**src/rtl/hazard_ctrl.sv**
```systemverilog
// Pipeline hazard controller: load-use stalls, taken-branch flushes and data-memory
// wait freezes, with saturating stall/flush statistics counters.
module hazard_ctrl #(
  parameter int LOAD_LAT = 1,
  parameter int CNT_W    = 16
) (
  input  logic             clk,
  input  logic             rst,
  input  logic [4:0]       iIdRs,
  input  logic [4:0]       iIdRt,
  input  logic             iIdUsesRt,
  input  logic             iExMemRead,
  input  logic [4:0]       iExRt,
  input  logic             iBranchTaken,
  input  logic             iMemBusy,
  output logic             oPCWrite,
  output logic             oIFIDWrite,
  output logic             oIDEXWrite,
  output logic             oEXMEMWrite,
  output logic             oIFIDFlush,
  output logic             oIDEXBubble,
  output logic             oEXMEMFlush,
  output logic [1:0]       oState,
  output logic [CNT_W-1:0] oStallCount,
  output logic [CNT_W-1:0] oFlushCount
);

  typedef enum logic [1:0] {
    RUN        = 2'd0,
    LOAD_STALL = 2'd1,
    MEM_WAIT   = 2'd2
  } state_t;

  localparam logic [2:0] LAT_M1 = 3'(LOAD_LAT - 1);

  state_t     state;
  state_t     savedState;
  state_t     evalState;
  logic [2:0] remaining;
  logic       loadUse;
  logic       busyNow;
  logic       flushNow;
  logic       stallNow;

  // MEM_WAIT behaves exactly like the state it interrupted once memory is ready.
  // NOTE: every always_comb output gets a value on every path, so no latches are inferred.
  always_comb begin
    loadUse   = iExMemRead && (iExRt != 5'd0) &&
                ((iExRt == iIdRs) || (iIdUsesRt && (iExRt == iIdRt)));
    evalState = (state == MEM_WAIT) ? savedState : state;
    busyNow   = !rst && iMemBusy;
    flushNow  = !rst && !iMemBusy && iBranchTaken;
    stallNow  = !rst && !iMemBusy && !iBranchTaken &&
                ((evalState == LOAD_STALL) || ((evalState == RUN) && loadUse));

    oPCWrite    = !(busyNow || stallNow);
    oIFIDWrite  = !(busyNow || stallNow);
    oIDEXWrite  = !busyNow;
    oEXMEMWrite = !busyNow;
    oIFIDFlush  = flushNow;
    oIDEXBubble = flushNow || stallNow;
    oEXMEMFlush = flushNow;
    oState      = state;
  end

  // NOTE: sequential state uses non-blocking assignments so all registers update together.
  always_ff @(posedge clk) begin
    if (rst) begin
      state       <= RUN;
      savedState  <= RUN;
      remaining   <= 3'd0;
      oStallCount <= '0;
      oFlushCount <= '0;
    end else begin
      if (iMemBusy) begin
        if (state != MEM_WAIT) savedState <= state;
        state <= MEM_WAIT;
      end else if (iBranchTaken) begin
        state      <= RUN;
        savedState <= RUN;
        remaining  <= 3'd0;
      end else if (evalState == LOAD_STALL) begin
        if (remaining <= 3'd1) begin
          state     <= RUN;
          remaining <= 3'd0;
        end else begin
          state     <= LOAD_STALL;
          remaining <= remaining - 3'd1;
        end
      end else if (loadUse) begin
        state     <= (LOAD_LAT == 1) ? RUN : LOAD_STALL;
        remaining <= LAT_M1;
      end else begin
        state <= RUN;
      end

      // Counters saturate and never move during memory-wait cycles.
      if (stallNow && (oStallCount != '1)) oStallCount <= oStallCount + CNT_W'(1);
      if (flushNow && (oFlushCount != '1)) oFlushCount <= oFlushCount + CNT_W'(1);
    end
  end

endmodule

```
**config.mk**
```make
export PLATFORM = sky130hd
export DESIGN_NAME = hazard_ctrl
export DESIGN_NICKNAME = d
export VERILOG_FILES = /design/src/rtl/hazard_ctrl.sv
export SDC_FILE = /design/constraint.sdc
export NUM_CORES = 1
export LEC_CHECK = 0
export ABC_AREA = 1
export CAP_MARGIN = 20
export CORE_MARGIN = 2
export CORE_UTILIZATION = 30
export DETAILED_ROUTE_END_ITERATION = 8
export DONT_BUFFER_PORTS = 1
export PLACE_DENSITY = 0.42
export SLEW_MARGIN = 20
export SYNTH_ARGS = -nofsm -noshare
export SYNTH_HDL_FRONTEND = slang
export SYNTH_SLANG_ARGS = --single-unit
export TNS_END_PERCENT = 5
```
**constraint.sdc**
```tcl
create_clock -name clk -period 1.5 [get_ports clk]
set_input_delay 0.15 -clock clk [delete_from_list [all_inputs] [get_ports clk]]
set_output_delay 0.15 -clock clk [all_outputs]
set_load 0.005 [all_outputs]
```
==> flow_metrics.env, run 1 <==
export IMPL_synthTopCellsByArea="dfxtp_1, nand2_1, inv_1"
export IMPL_dieArea_mm2=0.00959
export IMPL_dp_slack_ns=-0.156
export IMPL_yosysWarnings=0
export IMPL_routedLengthMet1_um=3180
export IMPL_rows=34
export IMPL_routed_wl_um=7350
export IMPL_port_buffers=0
export IMPL_worst_hold_slack_ns=0.0269
export IMPL_gp_congestion=0.831
export IMPL_drt_iter0_drc=46
export IMPL_die_height_um=97.9
export IMPL_required_ns=1.73
export IMPL_power_uw=2190
export IMPL_finalHoldViolCount=0
export IMPL_rsz0062_at_grt="true"
export IMPL_cts_root_buf="clkbuf_8"
export IMPL_finalMaxSlewViolations=0
export IMPL_fill_cells=918
export IMPL_syn_inst=422
export IMPL_hpwl_um=5190
export IMPL_met2_length_um=3640
export IMPL_detail_route_drc_violations=0
export IMPL_worstMarginPinSlew_ns=0.408
export IMPL_final_setup_viol_count=0
export IMPL_start_util_pct=30.6
export IMPL_postPlaceCellArea_mm2=0.00312
export IMPL_io_pins=62
export IMPL_syn_nets=447
export IMPL_max_cap_violations=0
export IMPL_path_delay_family="simple AND/OR/NAND/NOR gates"
export IMPL_crit_arrival_ns=1.70
export IMPL_synth_area_leader_cell="dfxtp_1"
export IMPL_drive_above_1_share_pct=36.3
export IMPL_cp_buffers_inverters=1
export IMPL_period_needed_ns=1.47
export IMPL_final_common_cell="nand2_1"
export IMPL_wl_met3_um=438
export IMPL_first_pass_iters=4
export IMPL_clock_path_buffers=2
export IMPL_setup_worst_path_end_class="register"
export IMPL_hold_class="input port to register"
export IMPL_slowest_stage="dfxtp_2"
export IMPL_die_w_um=97.9
export IMPL_stdcell_area_mm2=0.00370
export IMPL_num_vias=2740
export IMPL_nets=512
export IMPL_max_slew_margin_rel_pct=72.7
export IMPL_diodes=0
export IMPL_fmax_mhz=678
export IMPL_ys_ff_latch=39
export IMPL_path_cells="ha_4 -> nand2_4 -> nor3_4 -> buf_4 -> nand4_1 -> xnor2_1 -> nand2_1 -> a21oi_1"
export IMPL_p_per_area_mw_per_mm2=592
export IMPL_vias_per_cell=4.60
export IMPL_fin_crit_sh_pct=98.3
export IMPL_final_cell_mix="nand2_1, inv_1, buf_4"
export IMPL_setup_tns_ns=0
export IMPL_ir_drop_uv=250
export IMPL_area_growth_pct=39.8
export IMPL_grt_usage_pct=15.6
export IMPL_ys_types=37
export IMPL_clock_latency_ns=0.30
export IMPL_cts_htree_levels=2
export IMPL_crit_type="register to register"
export IMPL_coreArea_mm2=0.00864
export IMPL_avgRoutedWirePerCell_um=12.3
export IMPL_status="complete, no violations"
export IMPL_max_stage_delay_ns=0.36
export IMPL_routed_top_layer="met4"
export IMPL_grt_pass1_vias=2750
export IMPL_synth_area_mm2=0.00265
export IMPL_syn_avg_cell_area_um2=6.27
export IMPL_regArea_um2=806
export IMPL_clk_pin_slew_ns=0.08
export IMPL_multi_input_area_mm2=0.00174
export IMPL_ant_nets=0
export IMPL_grt_pass1_wl_um=12400
export IMPL_synth_top_cell_area_share_pct=29.5
export IMPL_seq_area_frac_synth_pct=29.5
export IMPL_cts_tree="built"
export IMPL_antenna_found_initial=0
export IMPL_critPathMaxFanout=3
export IMPL_start_kind="register"
export IMPL_grt_overflow=0
export IMPL_skew_ns=0.0133
export IMPL_p_leak_uw=0.00164
export IMPL_grt_max_degree=27
export IMPL_layout_setup_ws_ns=0.0254
export IMPL_clock_sinks=39
export IMPL_cts_buffers=5
[Yosys cell counts]
library cell and n:
nor2_1 55, o31ai_1 2, nor3_1 4, o211ai_1 1, nor4_1 1, clkbuf_2 1
o22ai_1 1, o21ai_0 7, buf_2 3, nor2_2 7, ha_1 4, nand4_2 1
nand2_1 113, buf_12 1, o21ai_1 2, nor3b_2 1, nor4_2 1, nor3_4 2
buf_4 6, nand4_1 18, clkbuf_1 1, nor3_2 1, xnor2_1 4, a21oi_1 18
nand2_4 1, nand3_2 11, buf_6 2, buf_1 1, inv_2 8, a211oi_2 1
xor2_1 3, nand3_1 23, nand2_2 2, inv_1 74, a31oi_1 1, dfxtp_1 39
and3_1 1
[sequential cells by signal (all words and copies together) (netlist names)]
signal,flops
oFlushCount,16
savedState,2
oState,2
remaining,3
oStallCount,16
[stage by stage]
step | utilization (%) | std cells
after CTS | 39.1 | 587
after detailed placement | 36.1 | 572
after global routing | 42.8 | 596
final | 42.8 | 596
after global placement | 36.1 | 572
after floorplan | - | 422
[per-layer routing]
layer / global-route usage (%) / vias to the layer above
met2: 27.4 / 46
met3: 4.94 / 6
li1: - / 1446
met5: 0 / -
met4: 5.56 / 0
met1: 17.7 / 1242
[where the power goes]
group          internal, uW  switching [uW]  leakage (uW)
clock network           539             412     0.0000612
logic                  81.3             115       0.00125
registers              1040            5.49      0.000324
total                  1660             533       0.00164
[worst min-delay path, cell delays in order]
cell and delay [ns]:
nor2_1 0.02, nand2_1 0.05, a21oi_1 0.05
[cell type report]
class                      instances  share of cell area (%)
timing repair buffer              72                    16.2
sequential                        39                    21.8
inverter                          82                    8.32
clock inverter                     2                   0.947
clock buffer                       6                    2.23
tap                              108                    3.65
multi-input combinational        287                    46.9
[kinds of logic (layout without fill, tap and decap cells)]
kind of cell	count (synthesis)	count (layout)	synth area share [%]
AND/OR/NAND/NOR	242	243	43.4
buffers and inverters	97	162	16.0
flip-flops	39	39	29.5
AO/OA/AOI/OAI	33	33	6.90
XOR/XNOR	7	7	2.32
adder cells (fa/ha/maj)	4	4	1.89
[final timing paths]
| kind | startpoint | to | slack [ns] | cells past startpoint |
|---|---|---|---|---|
| worst max register to register | oFlushCount[1] | oFlushCount[14] | 0.03 | 8 |
| worst max-delay path | oFlushCount[1] | oFlushCount[14] | 0.03 | 8 |
| worst min register to register | remaining[1] | remaining[1] | 0.47 | 2 |
| worst min-delay path | iBranchTaken | remaining[1] | 0.03 | 3 |
[repair_timing]
action	in CTS	in global routing
pin swaps	3	26
gates cloned	1	1
gates resized for setup	16	75
endpoints found under the hold margin	10	0
hold buffers	2	0
setup buffers	4	9
setup endpoints to repair	33	35
(Power assumes the default switching activity.)
==> inputs of run 2 (changes only) <==
Settings changed: CORE_UTILIZATION 30 to 40, PLACE_DENSITY 0.42 to 0.53.
==> run 2 against run 1 <==
Cell count fell by 9.2%. Power fell by 11%. Die area fell by 24%. Highest routed layer unchanged. Global-route usage rose by 2.9 points. Sequential cell count did not move. Combinational power fell by 14%.
==> flow_metrics.env, run 2 (synthesized netlist as in run 1, its figures left out) <==
export IMPL_status="complete, no violations"
export IMPL_crit_type="register to register"
export IMPL_fmax_mhz=679
export IMPL_r2r_start="oFlushCount[1]"
export IMPL_coreArea_mm2=0.00639
export IMPL_reg2reg_slack_ns=0.03
export IMPL_finalHoldViolCount=0
export IMPL_diodes=0
export IMPL_skew_ns=0.00504
export IMPL_setup_tns_ns=0
export IMPL_grt_pass1_vias=2505
export IMPL_clock_latency_ns=0.30
export IMPL_grt_pass1_wl_um=10900
export IMPL_period_needed_ns=1.47
export IMPL_utilization_pct=51.2
export IMPL_die_w_um=85.3
export IMPL_p_per_area_mw_per_mm2=595
export IMPL_detail_route_drc_violations=0
export IMPL_hold_path_startpoint="iBranchTaken"
export IMPL_antenna_found_initial=0
export IMPL_rsz0062_at_grt="true"
export IMPL_setup_worst_path_end_class="register"
export IMPL_vias_per_cell=4.82
export IMPL_dieArea_mm2=0.00728
export IMPL_cp_buffers_inverters=1
export IMPL_ir_drop_uv=475
export IMPL_nets=488
export IMPL_drive_above_1_share_pct=26.7
export IMPL_ff2ff_path_depth=8
export IMPL_finalNonFillerCells=541
export IMPL_hold_class="input port to register"
export IMPL_path_cells="ha_4 -> nand2_2 -> nor3_4 -> buf_4 -> nand4_1 -> xnor2_1 -> nand2_1 -> a21oi_1"
export IMPL_routed_wl_um=6550
export IMPL_clk_pin_slew_ns=0.08
export IMPL_slowest_stage="dfxtp_2"
export IMPL_hpwl_um=4840
export IMPL_first_pass_iters=4
export IMPL_grt_max_degree=28
export IMPL_final_setup_viol_count=0
export IMPL_grt_usage_pct=18.5
export IMPL_layout_setup_ws_ns=0.0267
export IMPL_timing_rr_end="oFlushCount[14]"
export IMPL_die_height_um=85.3
export IMPL_clock_path_buffers=2
export IMPL_cts_root_buf="clkbuf_8"
export IMPL_crit_arrival_ns=1.71
export IMPL_gp_congestion=0.833
export IMPL_critPathMaxFanout=3
export IMPL_p_leak_uw=0.00142
export IMPL_cts_tree="built"
export IMPL_stdcell_area_mm2=0.00327
export IMPL_path_delay_family="simple AND/OR/NAND/NOR gates"
export IMPL_final_cell_mix="nand2_1, inv_1, nor2_1"
export IMPL_io_pins=62
export IMPL_start_util_pct=41.4
export IMPL_num_vias=2607
export IMPL_dp_slack_ns=-0.0634
export IMPL_final_common_cell="nand2_1"
export IMPL_avgRoutedWirePerCell_um=12.1
export IMPL_cts_htree_levels=2
export IMPL_finalMaxSlewViolations=0
export IMPL_worstMarginPinSlew_ns=0.420
export IMPL_max_slew_margin_rel_pct=72.0
export IMPL_fin_crit_sh_pct=98.2
export IMPL_clock_sinks=39
export IMPL_grt_overflow=0
export IMPL_max_stage_delay_ns=0.36
export IMPL_postPlaceCellArea_mm2=0.00299
export IMPL_hold_depth=3
export IMPL_start_kind="register"
export IMPL_hold_end="remaining[1]"
export IMPL_required_ns=1.74
export IMPL_placedCellCount=529
export IMPL_max_cap_violations=0
export IMPL_area_growth_pct=23.5
export IMPL_reg_top3="oFlushCount: 16 flops, oStallCount: 16 flops, remaining: 3 flops"
export IMPL_ant_nets=0
export IMPL_drt_iter0_drc=92
export IMPL_rows=29
export IMPL_cts_buffers=5
export IMPL_port_buffers=0
[run 2: changes by cell type in the layout (fill, tap and decap cells not counted), sizes merged]
cell	change
dlymetal6s4s	+1
nand4	-1
clkinvlp	+1
bufinv	-1
dlygate4sd3	-2
buf	-22
[run 2: report_power, final]
part	switching (uW)	leakage, uW	internal (uW)
logic	105	0.00106	63.2
registers	4.61	0.000320	1040
clock network	407	0.0000412	325
[run 2: per-stage QoR]
step                      hold WS (ns)  power [uW]
after global placement           0.223        1220
after floorplan                  0.326        1190
after global routing            0.0439        2040
final                           0.0218        1940
after detailed placement         0.223        1220
after CTS                       0.0168        1960
[run 2: worst min-delay path, cell delays in order]
cell and delay (ns):
nor2_1 0.02, nand2_1 0.05, a21oi_1 0.06
[run 2: worst max-delay path by stage]
stage | end | slack (ns) | start | cells after the start
floorplan | oFlushCount[10] | 0.02 | oFlushCount[0] | 8
global placement | oFlushCount[7] | -0.01 | oFlushCount[0] | 9
detailed placement | oFlushCount[10] | -0.06 | oFlushCount[0] | 8
CTS | oIDEXBubble | -0.02 | oState[0] | 6
global route | oFlushCount[14] | -0.07 | oFlushCount[1] | 8
finish | oFlushCount[14] | 0.03 | oFlushCount[1] | 8
[run 2: layout make-up]
type,count,area (um2)
Clock buffer,6,72.6
Multi-Input combinational cell,286,1570
Fill cell,659,3120
Sequential cell,39,796
Inverter,82,308
Tap cell,77,96.3
Timing Repair Buffer,49,409
Clock inverter,2,12.5
[run 2: layer usage]
| layer | vias up | part of all wire [%] | global-route usage, % |
|---|---|---|---|
| met1 | 1178 | 42 | 20.0 |
| met3 | 5 | 6.4 | 6.61 |
| met2 | 42 | 50 | 33.7 |
| met4 | 0 | 1.2 | 5.19 |
| met5 | - | 0 | 0 |
| li1 | 1382 | - | - |
[run 2: repair_timing]
item	in CTS	in global routing
setup buffers	0	3
pin swaps	0	12
endpoints found under the setup margin	12	40
hold buffers	1	0
resized for setup	5	42
endpoints found under the hold margin	10	0
